### config.mk
export PLATFORM = sky130hd
export DESIGN_NAME = cbr_sequencer
export DESIGN_NICKNAME = d
export VERILOG_FILES = /design/src/rtl/cbr_sequencer.sv
export SDC_FILE = /design/constraint.sdc
export NUM_CORES = 1
export LEC_CHECK = 0
export ABC_AREA = 1
export ABC_CLOCK_PERIOD_IN_PS = 4210
export CAP_MARGIN = 25
export CORE_MARGIN = 5
export CORE_UTILIZATION = 31
export DETAILED_ROUTE_END_ITERATION = 12
export GPL_ROUTABILITY_DRIVEN = 1
export GPL_TIMING_DRIVEN = 0
export PLACE_DENSITY = 0.64
export SYNTH_ARGS = -nofsm -noshare
export SYNTH_HDL_FRONTEND = slang
export SYNTH_SLANG_ARGS = --single-unit
export TNS_END_PERCENT = 10
### constraint.sdc
create_clock -name clk -period 4.21 [get_ports clk]
set_input_delay 0.842 -clock clk [delete_from_list [all_inputs] [get_ports clk]]
set_output_delay 0.842 -clock clk [all_outputs]
set_load 0.03 [all_outputs]
### src/rtl/cbr_sequencer.sv
// Control-flow command sequencer: turns decoded JMP/CALL/RET/HALT/SOFT_RST into cpu_control
// commands and runs CALL/RET as byte-wide stack accesses. Optional checks: CBR_STACK_CHECK_EN.
module cbr_sequencer #(
  parameter int unsigned ADDR_W     = 12,
  parameter int unsigned STACK_PAGE = 0,
  parameter logic [7:0]  SP_INIT    = 8'hFF
) (
  input  logic              clk,
  input  logic              reset_,
  input  logic              dec_valid,
  input  logic [2:0]        dec_op,
  input  logic [ADDR_W-1:0] dec_target,
  input  logic [ADDR_W-1:0] pc_ret,
  input  logic              idecode_en,
  output logic [6:0]        decode2cpu_ctrl_cmd,
  output logic [ADDR_W-1:0] branch_target,
  output logic              mem_req,
  output logic              mem_we,
  output logic [ADDR_W-1:0] mem_addr,
  output logic [7:0]        mem_wdata,
  input  logic [7:0]        mem_rdata,
  input  logic              mem_ack,
  output logic [7:0]        sp,
  output logic              stack_err,
  output logic              busy
);

`ifdef CBR_STACK_CHECK_EN
  localparam bit CheckEn = 1'b1;
`else
  localparam bit CheckEn = 1'b0;
`endif

  localparam logic [ADDR_W-9:0] Page  = (ADDR_W-8)'(STACK_PAGE);
  localparam logic [7:0]        SpUfl = SP_INIT - 8'd2;

  // {call, branch, ret, soft_rst, halted, exec_en, fetch_en}
  localparam logic [6:0] CmdFetch  = 7'b0000001;
  localparam logic [6:0] CmdExec   = 7'b0000011;
  localparam logic [6:0] CmdHalt   = 7'b0000100;
  localparam logic [6:0] CmdSoft   = 7'b0001000;
  localparam logic [6:0] CmdRet    = 7'b0010000;
  localparam logic [6:0] CmdBranch = 7'b0100000;
  localparam logic [6:0] CmdCall   = 7'b1000000;

  localparam logic [2:0] OpJmp  = 3'b001;
  localparam logic [2:0] OpCall = 3'b010;
  localparam logic [2:0] OpRet  = 3'b011;
  localparam logic [2:0] OpHalt = 3'b100;
  localparam logic [2:0] OpSoft = 3'b101;

  typedef enum logic [2:0] {
    StIdle, StPushHi, StPushLo, StPopLo, StPopHi, StBranch, StHalt
  } state_e;

  state_e            state_q, state_d;
  logic [7:0]        sp_q, sp_d;
  logic              err_q, err_d;
  logic [ADDR_W-1:0] tgt_q, tgt_d;
  logic [ADDR_W-1:0] ret_q, ret_d;
  logic [7:0]        mem_byte;
  logic              accept;
  logic              ovf, ufl;

  assign accept = dec_valid & idecode_en & (state_q == StIdle);
  assign ovf    = CheckEn && (sp_q <= 8'd1);
  assign ufl    = CheckEn && (sp_q > SpUfl);

  always_comb begin
    state_d             = state_q;
    sp_d                = sp_q;
    err_d               = err_q;
    tgt_d               = tgt_q;
    ret_d               = ret_q;
    decode2cpu_ctrl_cmd = CmdFetch;
    branch_target       = tgt_q;
    mem_req             = 1'b0;
    mem_we              = 1'b0;
    mem_byte            = sp_q;
    mem_wdata           = 8'h00;

    case (state_q)
      StIdle: begin
        if (accept) begin
          case (dec_op)
            OpJmp: begin
              decode2cpu_ctrl_cmd = CmdBranch;
              branch_target       = dec_target;
            end
            OpCall: begin
              if (ovf) begin
                decode2cpu_ctrl_cmd = CmdHalt;
                err_d               = 1'b1;
                state_d             = StHalt;
              end else begin
                decode2cpu_ctrl_cmd = CmdCall;
                tgt_d               = dec_target;
                ret_d               = pc_ret;
                state_d             = StPushHi;
              end
            end
            OpRet: begin
              if (ufl) begin
                decode2cpu_ctrl_cmd = CmdHalt;
                err_d               = 1'b1;
                state_d             = StHalt;
              end else begin
                decode2cpu_ctrl_cmd = CmdRet;
                state_d             = StPopLo;
              end
            end
            OpHalt: begin
              decode2cpu_ctrl_cmd = CmdHalt;
              state_d             = StHalt;
            end
            OpSoft: begin
              decode2cpu_ctrl_cmd = CmdSoft;
              sp_d                = SP_INIT;
              err_d               = 1'b0;
            end
            default: decode2cpu_ctrl_cmd = CmdExec;
          endcase
        end
      end
      StPushHi: begin
        decode2cpu_ctrl_cmd = CmdCall;
        mem_req             = 1'b1;
        mem_we              = 1'b1;
        mem_wdata           = 8'(ret_q >> 8);
        if (mem_ack) begin
          sp_d    = sp_q - 8'd1;
          state_d = StPushLo;
        end
      end
      StPushLo: begin
        decode2cpu_ctrl_cmd = CmdCall;
        mem_req             = 1'b1;
        mem_we              = 1'b1;
        mem_wdata           = ret_q[7:0];
        if (mem_ack) begin
          sp_d    = sp_q - 8'd1;
          state_d = StBranch;
        end
      end
      StPopLo: begin
        decode2cpu_ctrl_cmd = CmdRet;
        mem_req             = 1'b1;
        mem_byte            = sp_q + 8'd1;
        if (mem_ack) begin
          tgt_d[7:0] = mem_rdata;
          sp_d       = sp_q + 8'd1;
          state_d    = StPopHi;
        end
      end
      StPopHi: begin
        decode2cpu_ctrl_cmd = CmdRet;
        mem_req             = 1'b1;
        mem_byte            = sp_q + 8'd1;
        if (mem_ack) begin
          // High byte lands above the low byte already popped; excess bits drop off.
          tgt_d   = ADDR_W'({mem_rdata, tgt_q[7:0]});
          sp_d    = sp_q + 8'd1;
          state_d = StBranch;
        end
      end
      StBranch: begin
        decode2cpu_ctrl_cmd = CmdBranch;
        state_d             = StIdle;
      end
      StHalt: decode2cpu_ctrl_cmd = CmdHalt;
      default: state_d = StIdle;
    endcase
  end

  always_ff @(posedge clk or negedge reset_) begin
    if (!reset_) begin
      state_q <= StIdle;
      sp_q    <= SP_INIT;
      err_q   <= 1'b0;
      tgt_q   <= '0;
      ret_q   <= '0;
    end else begin
      state_q <= state_d;
      sp_q    <= sp_d;
      err_q   <= err_d;
      tgt_q   <= tgt_d;
      ret_q   <= ret_d;
    end
  end

  assign mem_addr  = {Page, mem_byte};
  assign sp        = sp_q;
  assign stack_err = err_q;
  assign busy      = (state_q != StIdle);

endmodule

==> out/qor.yml <==
outcome: "finished clean"
post_cts_buffers: 0
ys_types: 29
setup_violations: 0
place_congestion: 0.8784
min_to: "ret_q[1]"
cts_tree: "done"
crit_type: "in -> out"
initial_core_util: 0.3123
drt_iter0_drc: 109
layout_commonest_cell: "nand2_1"
grt_pass1_wl_um: 11750
wl_per_cell_um: 12.06
slew_viol_final: 0
worstMarginPinSlew_ns: 0.8117
finalHoldViolations: 0
firstDrtPassIters: 5
core_area_mm2: 0.008093
synth_area_mm2: 0.002527
num_rows: 33
drive_gt1_frac: 0.1048
syn_avg_cell_area_um2: 6.651
cp_common_cell: "clkdlybuf4s50_1"
cts_sinks: 35
power.density_mw_per_mm2: 820.3
tns_ns: 0
final_cells: 582
p_leak_nw: 1.766
clk_pin_slew_ns: 0.08
crit_fanout: 10
regToRegSetupSlack_ns: 2.49
insertedDiodeCount: 0
r2r-end: "sp[0]"
final_net_count: 519
wl_um: 7020
placed_cells_incl_taps: 574
yosys_warnings: 0
h-tree-depth: 2
whs_path_depth: 2
reg2reg_depth: 10
antenna_found_initial: 0
hold_path.startpoint: "ret_q[1]"
gr-total-overflow: 0
root_buffer: "clkbuf_8"
vias: 2668
clk_path_buf_depth: 2
cpMaxStageDelayCell: "clkdlybuf4s50_1"
peakVddDrop_mv: 0.2791
path_cells: "clkdlybuf4s50_1, inv_1, nand2_1, nor2_2, nand2_2, buf_2, nand3_1, clkdlybuf4s50_1"
min_period_ns: 3.851
ys_seq_elements: 35
area_growth_pct: 42.77
reg2reg_from: "state_q[2]"
grt.total_usage: 0.1425
grt_max_degree: 36
crit_path_end_kind: "primary output"
rsz0062_at_grt: "false"
ctsResizeCount: 0
synth_seq_area_share: 0.3505
io_buffers: 85
hold_class: "reg -> reg"
fmax_mhz: 259.7
ios: 91
via_per_inst: 4.584
die_y_um: 100.3
dp_hpwl_um: 5579
max_cap_viol_count: 0
fin_worst_skew_ns: 0.01166
cts_made_buffers: 5
cp-start-kind: "input port"
ant_nets: 0
drc: 0
die-area_mm2: 0.01006
grt_pass1_vias: 2550
cts_hold_buf: 0
clock_latency_ns: 0.29
period_share: 0.9146
netlist_instances: 380
cp.required_ns: 3.37
slowest_delay_ns: 0.68
fill_cells: 863
mostFrequentLayoutCells: "nand2_1, clkdlybuf4s50_1, inv_1, nor2_1, o21ai_0"
die_w_um: 100.3
arrival_ns: 3.01
max-slew-margin-rel: 0.4588
-- per-layer routing --
layer  global-route usage  vias up  part of all wire
met5                    0        -                 0
met3              0.03266        8             0.061
li1                     -     1388                 -
met1               0.1791     1193              0.44
met2               0.2426       79              0.49
met4              0.04352        0             0.016
-- through the flow --
| stage | worst slack [ns] | area, um^2 | power (W) | utilization | hold WS (ns) |
|---|---|---|---|---|---|
| 2_1_floorplan | 1.402 | 2542 | 0.002005 | - | 0.4422 |
| 5_1_grt | 0.2365 | 3608 | 0.003206 | 0.4459 | 0.4903 |
| 3_3_place_gp | 0.3461 | 3525 | 0.002708 | 0.4355 | 0.4568 |
| 6_report | 0.3593 | 3608 | 0.002960 | 0.4459 | 0.4787 |
| 4_1_cts | 0.3322 | 3608 | 0.002994 | 0.4459 | 0.4817 |
| 3_5_place_dp | 0.3344 | 3520 | 0.002739 | 0.4349 | 0.4626 |
-- worst max-delay path, delay by kind of cell --
family                 cells  cell delay, ns
buffers and inverters      4            1.51
AND/OR/NAND/NOR            4            0.66
-- area by class of cell --
class / count / area (um^2) / share of cell area
clock buffers: 5 / 68.82 / 0.01907
clock inverters: 3 / 20.02 / 0.005548
inverters: 52 / 195.2 / 0.05409
well taps: 105 / 131.4 / 0.03641
plain buffers: 16 / 120.1 / 0.03329
multi-input cells: 281 / 1341 / 0.3717
flip-flops and latches: 35 / 885.9 / 0.2455
repair buffers: 85 / 845.8 / 0.2344
-- how the worst max path moves through the flow --
stage	start	to	slack (ns)	cells past startpoint
final	dec_op[2]	decode2cpu_ctrl_cmd[6]	0.36	8
after global routing	dec_op[2]	decode2cpu_ctrl_cmd[6]	0.24	8
after CTS	dec_op[2]	decode2cpu_ctrl_cmd[6]	0.33	8
after detailed placement	dec_op[2]	decode2cpu_ctrl_cmd[6]	0.33	8
after global placement	dec_op[2]	decode2cpu_ctrl_cmd[6]	0.35	8
after floorplan	dec_valid	branch_target[0]	1.40	5
-- synth_stat cells --
cell / n / area share
o21ai_0: 37 / 0.073
nor2_1: 49 / 0.073
conb_1: 1 / 0.0015
clkinv_1: 1 / 0.0015
inv_2: 2 / 0.0030
nand4_4: 1 / 0.0084
ha_1: 3 / 0.015
nand3_4: 1 / 0.0069
nor2_2: 1 / 0.0025
buf_4: 9 / 0.027
o21ai_2: 1 / 0.0035
nor2_4: 2 / 0.0089
clkbuf_1: 1 / 0.0015
o21ai_1: 5 / 0.0099
a21oi_1: 24 / 0.048
or2_2: 1 / 0.0025
nand3_1: 33 / 0.065
buf_6: 3 / 0.013
nand2_2: 4 / 0.0099
buf_2: 3 / 0.0059
nand2_4: 2 / 0.0089
nand3_2: 1 / 0.0040
dfrtp_1: 27 / 0.27
nand4_1: 5 / 0.012
dfstp_2: 8 / 0.083
inv_1: 49 / 0.073
nor2_8: 2 / 0.016
nand2_1: 103 / 0.15
nand3b_1: 1 / 0.0030
-- logic make-up (layout without fill, tap and decap cells) --
family | Yosys count | after routing | synth area share
buf+inv | 68 | 161 | 0.1247
fa+ha+maj | 3 | 3 | 0.01485
compound gates | 67 | 67 | 0.1342
simple gates | 206 | 206 | 0.3743
flops | 35 | 35 | 0.3505
other cells | 1 | 5 | 0.001484
-- power by group --
group | internal [W] | switching (W) | leakage [nW]
combinational | 0.000777 | 0.00129 | 1.33
sequential | 0.000539 | 0.000107 | 0.398
clock | 0.000115 | 0.000130 | 0.0402
total | 0.00143 | 0.00153 | 1.77
-- sequential cells by signal, indices dropped and copies added (netlist names) --
signal,count
sp,8
ret_q,12
state_q,3
tgt_q,12
Note: power is estimated with default switching activity, not from simulation.
